**src/rtl/spi_master_ctrl.sv**
```systemverilog
// spi_master_ctrl: byte-oriented SPI master. Sequences one full transfer per accepted start:
// chip select low, SETUP for one SCK half-period, 2*DW SCK edges, HOLD for one half-period,
// then chip select high with a one-cycle done pulse. SCK only runs while a transfer is active.
//
// Optional feature: define SPI_LSB_FIRST_EN to add the lsb_first input (LSB-first order).
//
// Ports:
//   iclk       system clock, rising edge
//   rst_n      asynchronous active-low reset
//   start      transfer request, sampled only in IDLE
//   tx_data    word to send, latched on accept
//   mode       SPI mode {CPOL, CPHA}, latched on accept
//   ps         prescale, SCK half-period = ps+1 iclk cycles, latched on accept
//   lsb_first  (SPI_LSB_FIRST_EN only) 1 = LSB-first, latched on accept
//   miso       serial data in
//   busy       transfer in progress
//   done       one-cycle completion pulse
//   rx_data    last received word
//   sck        SPI clock
//   mosi       serial data out
//   cs_n       active-low chip select
module spi_master_ctrl #(
   parameter int unsigned DW = 8
) (
   input  logic          iclk,
   input  logic          rst_n,
   input  logic          start,
   input  logic [DW-1:0] tx_data,
   input  logic [1:0]    mode,
   input  logic [1:0]    ps,
`ifdef SPI_LSB_FIRST_EN
   input  logic          lsb_first,
`endif
   input  logic          miso,
   output logic          busy,
   output logic          done,
   output logic [DW-1:0] rx_data,
   output logic          sck,
   output logic          mosi,
   output logic          cs_n
);

   localparam int unsigned EW = $clog2(2 * DW + 1);

   typedef enum logic [1:0] {StIdle, StSetup, StShift, StHold} state_e;

   state_e        state_q, state_d;
   logic [1:0]    mode_q, mode_d;
   logic [1:0]    ps_q, ps_d;
   logic [1:0]    hcnt_q, hcnt_d;
   logic [EW-1:0] ecnt_q, ecnt_d;
   logic [DW-1:0] txsr_q, txsr_d;
   logic [DW-1:0] rxsr_q, rxsr_d;
   logic [DW-1:0] rx_q, rx_d;
   logic          lsb_q, lsb_d;
   logic          sck_q, sck_d;
   logic          mosi_q, mosi_d;
   logic          cs_n_q, cs_n_d;
   logic          busy_q, busy_d;
   logic          done_q, done_d;
   logic          lsb_in;
   logic          hexp;
   logic          lead;
   logic          smp;

`ifdef SPI_LSB_FIRST_EN
   assign lsb_in = lsb_first;
`else
   assign lsb_in = 1'b0;
`endif

   assign hexp = (hcnt_q == 2'd0);
   // Edge counter is even before a leading (odd-numbered) edge.
   assign lead = ~ecnt_q[0];
   // Sample on leading edges for CPHA=0, trailing edges for CPHA=1.
   assign smp  = lead ^ mode_q[0];

   always_comb begin
      state_d = state_q;
      mode_d  = mode_q;
      ps_d    = ps_q;
      hcnt_d  = hcnt_q;
      ecnt_d  = ecnt_q;
      txsr_d  = txsr_q;
      rxsr_d  = rxsr_q;
      rx_d    = rx_q;
      lsb_d   = lsb_q;
      sck_d   = sck_q;
      mosi_d  = mosi_q;
      cs_n_d  = cs_n_q;
      busy_d  = busy_q;
      done_d  = 1'b0;
      unique case (state_q)
         StIdle: begin
            cs_n_d = 1'b1;
            busy_d = 1'b0;
            if (start) begin
               mode_d  = mode;
               ps_d    = ps;
               lsb_d   = lsb_in;
               hcnt_d  = ps;
               ecnt_d  = EW'(2 * DW);
               sck_d   = mode[1];
               cs_n_d  = 1'b0;
               busy_d  = 1'b1;
               rxsr_d  = '0;
               state_d = StSetup;
               // CPHA=0 presents the first bit before the first SCK edge.
               if (!mode[0]) begin
                  mosi_d = lsb_in ? tx_data[0] : tx_data[DW-1];
                  txsr_d = lsb_in ? (tx_data >> 1) : (tx_data << 1);
               end else begin
                  txsr_d = tx_data;
               end
            end
         end
         StSetup: begin
            if (hexp) begin
               hcnt_d  = ps_q;
               state_d = StShift;
            end else begin
               hcnt_d = hcnt_q - 2'd1;
            end
         end
         StShift: begin
            if (hexp) begin
               hcnt_d = ps_q;
               sck_d  = ~sck_q;
               ecnt_d = ecnt_q - EW'(1);
               if (smp) begin
                  rxsr_d = lsb_q ? {miso, rxsr_q[DW-1:1]} : {rxsr_q[DW-2:0], miso};
               end else if (ecnt_q != EW'(1)) begin
                  mosi_d = lsb_q ? txsr_q[0] : txsr_q[DW-1];
                  txsr_d = lsb_q ? (txsr_q >> 1) : (txsr_q << 1);
               end
               if (ecnt_q == EW'(1)) begin
                  state_d = StHold;
               end
            end else begin
               hcnt_d = hcnt_q - 2'd1;
            end
         end
         StHold: begin
            if (hexp) begin
               state_d = StIdle;
               cs_n_d  = 1'b1;
               busy_d  = 1'b0;
               done_d  = 1'b1;
               rx_d    = rxsr_q;
            end else begin
               hcnt_d = hcnt_q - 2'd1;
            end
         end
         default: state_d = StIdle;
      endcase
   end

   always_ff @(posedge iclk or negedge rst_n) begin
      if (!rst_n) begin
         state_q <= StIdle;
         mode_q  <= 2'd0;
         ps_q    <= 2'd0;
         hcnt_q  <= 2'd0;
         ecnt_q  <= '0;
         txsr_q  <= '0;
         rxsr_q  <= '0;
         rx_q    <= '0;
         lsb_q   <= 1'b0;
         sck_q   <= 1'b0;
         mosi_q  <= 1'b0;
         cs_n_q  <= 1'b1;
         busy_q  <= 1'b0;
         done_q  <= 1'b0;
      end else begin
         state_q <= state_d;
         mode_q  <= mode_d;
         ps_q    <= ps_d;
         hcnt_q  <= hcnt_d;
         ecnt_q  <= ecnt_d;
         txsr_q  <= txsr_d;
         rxsr_q  <= rxsr_d;
         rx_q    <= rx_d;
         lsb_q   <= lsb_d;
         sck_q   <= sck_d;
         mosi_q  <= mosi_d;
         cs_n_q  <= cs_n_d;
         busy_q  <= busy_d;
         done_q  <= done_d;
      end
   end

   assign busy    = busy_q;
   assign done    = done_q;
   assign rx_data = rx_q;
   assign sck     = sck_q;
   assign mosi    = mosi_q;
   assign cs_n    = cs_n_q;

endmodule
```
**config.mk**
```make
export PLATFORM = sky130hd
export DESIGN_NAME = spi_master_ctrl
export DESIGN_NICKNAME = d
export VERILOG_FILES = /design/src/rtl/spi_master_ctrl.sv
export SDC_FILE = /design/constraint.sdc
export NUM_CORES = 1
export LEC_CHECK = 0
export BUFFER_PORTS_ARGS = -buffer_cell sky130_fd_sc_hd__buf_2
export CORE_ASPECT_RATIO = 1.2
export CORE_MARGIN = 2
export CORE_UTILIZATION = 45
export CTS_CLUSTER_DIAMETER = 80
export CTS_CLUSTER_SIZE = 14
export DETAILED_ROUTE_END_ITERATION = 10
export PLACE_DENSITY = 0.65
export SLEW_MARGIN = 20
export SYNTH_ARGS = -nofsm -noshare
export SYNTH_HDL_FRONTEND = slang
export SYNTH_SLANG_ARGS = --single-unit
```
**constraint.sdc**
```tcl
create_clock -name iclk -period 2.32 [get_ports iclk]
set_input_delay 0.348 -clock iclk [delete_from_list [all_inputs] [get_ports iclk]]
set_output_delay 0.348 -clock iclk [all_outputs]
set_load 0.02 [all_outputs]
```
==> metrics <==
Die W 65.0 microns; WP data required 2500 ps; DR vias/cell 5.42; antenna cell count 0; Worst slew margin 40.9%; max_cap viols 0; total global routing overflow 0; NumNets Final 235; final setup violation count 0; top cell type's share of synthesized area 49.9%; sequential fraction of the synthesis area 51.2%; Core Area 4260 sq um; worst r2r dst mosi; drt wl/cell 14.4 microns; I/O Buffers 28; Hold Vio Cnt, Final 0; TNS Setup 0 ps; status finished clean; Startpoint Class flip-flop; Final HPWL DP 2830 microns; synthesized area 2010 sq um; via count 1457; met2 wire len 2010 microns; worst vdd ir 0.000797 V; clk_skew 3.21 ps; number of synthesized flops with an enable pin 0; met1 wire length 1660 microns; RSZ-0062 raised after global routing no; Pwr Density 1320 nW/um^2; CTS tree done; top sig layer met4; postcts setup bufs 0; CTS H-Tree Depth 2; Setup crit end mosi; clock tree sinks 41; Die H 77.2 microns; cell taking the most area after synthesis dfrtp_1; Area contributors post-synth dfrtp_1 50%, mux2_2 7.9%, o21ai_0 4.7%; clk_lat worst skew 290 ps; crit path cell chain inv_1 -> ha_1 -> mux2_2 -> a41oi_4 -> a21oi_2 -> mux2_4; Top Ports 29; vias in the first global route 1497; Slew Limit Fails 0; Max FO, Critical Path 12; floorplan row count 26; Worst R2R Start state_q[0]; metal3 WL 141 microns; yosys warns 0; first-pass GRT wire length 6620 microns; reg2reg path depth 6; critical path's largest stage delay 480 ps; CP Capture Type flip-flop; Primary FF master, synth dfrtp_1; Num CTS Buffers 5; Yosys reg bits 41; Post-CTS Resized 0; post-synth cell types 33; cell count after synthesis 182; fraction of layout instances using a drive strength above 1 26.8%; GRT Resource Usage Total 16.9%; # fillers 395; Least-Margin Pin Slew 886 ps; DRC 0; clock-pin slew on the worst setup and hold paths 80 ps; die area 5010 sq um; GP Congestion 0.846; cts-stage hold buffer count 0; Hold Crit Class in -> async; async set or reset register ratio after synthesis 100%; DRT Wirelength 3870 microns; drt pass-1 iters 4; slowest cell on the critical path mux2_2; Area growth, synth to finish 15.6%; critical path class reg -> reg; leak pwr 1.13 nW; final hold slack 174 ps; period utilization 89.5%; flop-to-flop setup slack 240 ps; Mean Syn Cell Area 11.0 sq um; crit path time final 2080 ps; Initial Util 47.1%; fmax 0.482 GHz; Synth Net Count 205; worst setup path startpoint state_q[0]; DRT antenna net count 0; Max clock buf depth 2; root buffer cell clkbuf_8; maximum number of pins on one net before global-route repair 42; Arr. time, crit path 2260 ps; initial DRC count 64; initial antenna violation count 0
## through the flow
stage	util [%]	setup WS, ps	power [mW]	cell area (sq um)	cells
global route	54.4	109	3.32	2320	269
detailed placement	51.6	258	2.49	2200	261
finish	54.4	244	3.07	2320	269
global placement	51.6	328	2.42	2200	261
floorplan	-	486	2.15	2010	182
CTS	54.4	241	3.10	2320	269
## power by group
group          internal, mW  switching, mW  leakage (nW)  total [mW]
Sequential            0.952          0.150         0.529        1.10
Clock                 0.350          0.246        0.0574       0.595
Combinational         0.566          0.801         0.548        1.37
## worst min path at each step
stage | from | end | slack (ps) | depth (start not counted)
after CTS | rst_n | state_q[1] | 210 | 1
final | rst_n | txsr_q[4] | 170 | 1
after detailed placement | txsr_q[1] | txsr_q[1] | 480 | 2
after global routing | rst_n | txsr_q[4] | 230 | 1
after floorplan | rst_n | busy | 50 | 0
after global placement | txsr_q[7] | txsr_q[7] | 460 | 2
## critical path: cells and delay by family (launching register included)
kind	cells	cell delay, ps
compound gates	2	220
mux	2	790
buf+inv	1	110
fa+ha+maj	1	430
flops	1	420
## cells in the mapped netlist, types with 2 or more instances
master    number
dfrtp_1       40
o21ai_0       19
mux2_2        14
nor2_1        12
nand2_1       11
a21oi_1       10
a22o_1        10
inv_1         10
mux2i_1        9
ha_1           7
nand3_1        6
xor2_1         4
clkbuf_1       3
nand2b_1       3
nor3_1         3
a22oi_1        2
buf_2          2
nand4_1        2
## layout make-up
type	count	area (sq um)	area share [%]
clock buffers	6	82.6	3.56
inverters	10	37.5	1.62
flip-flops and latches	41	1030	44.3
multi-input cells	124	910	39.2
well taps	56	70.1	3.02
repair buffers	30	155	6.69
clock inverters	2	37.5	1.62
## cells in the final DEF, fill, tap and decap left out, types with 2 or more instances in the layout
cell type | synthesis | layout
a21oi_1 | 10 | 10
a22o_1 | 10 | 10
a22oi_1 | 2 | 2
buf_2 | 2 | 28
buf_4 | 1 | 2
clkbuf_8 | 0 | 6
dfrtp_1 | 40 | 40
ha_1 | 7 | 7
inv_1 | 10 | 10
mux2_2 | 14 | 14
mux2i_1 | 9 | 9
nand2_1 | 11 | 11
nand2b_1 | 3 | 3
nand3_1 | 6 | 6
nand4_1 | 2 | 2
nor2_1 | 12 | 12
nor3_1 | 3 | 3
o21ai_0 | 19 | 19
xor2_1 | 4 | 4
## routing by layer
| layer | global-route usage, % | up-vias |
|---|---|---|
| li1 | - | 713 |
| met1 | 20.4 | 710 |
| met2 | 28.8 | 29 |
| met3 | 4.11 | 5 |
| met4 | 6.60 | 0 |
| met5 | 0 | - |
## kinds of logic (layout without fill, tap and decap cells)
| logic type | after synthesis | in the layout | share of synthesized area [%] |
|---|---|---|---|
| xor+xnor | 4 | 4 | 1.75 |
| buf+inv | 17 | 48 | 3.49 |
| fa+ha+maj | 7 | 7 | 4.36 |
| mux | 24 | 24 | 13.1 |
| flops | 41 | 41 | 51.2 |
| compound gates | 49 | 49 | 16.5 |
| simple gates | 40 | 40 | 9.60 |
## flip-flops by register name, indices dropped and copies added (netlist names)
register  count
hcnt_q        2
txsr_q        8
cs_n          1
state_q       2
rx_data       8
sck           1
ecnt_q        5
mode_q        1
ps_q          2
busy          1
done          1
mosi          1
rxsr_q        8
Note: power is estimated with default switching activity, not from simulation.
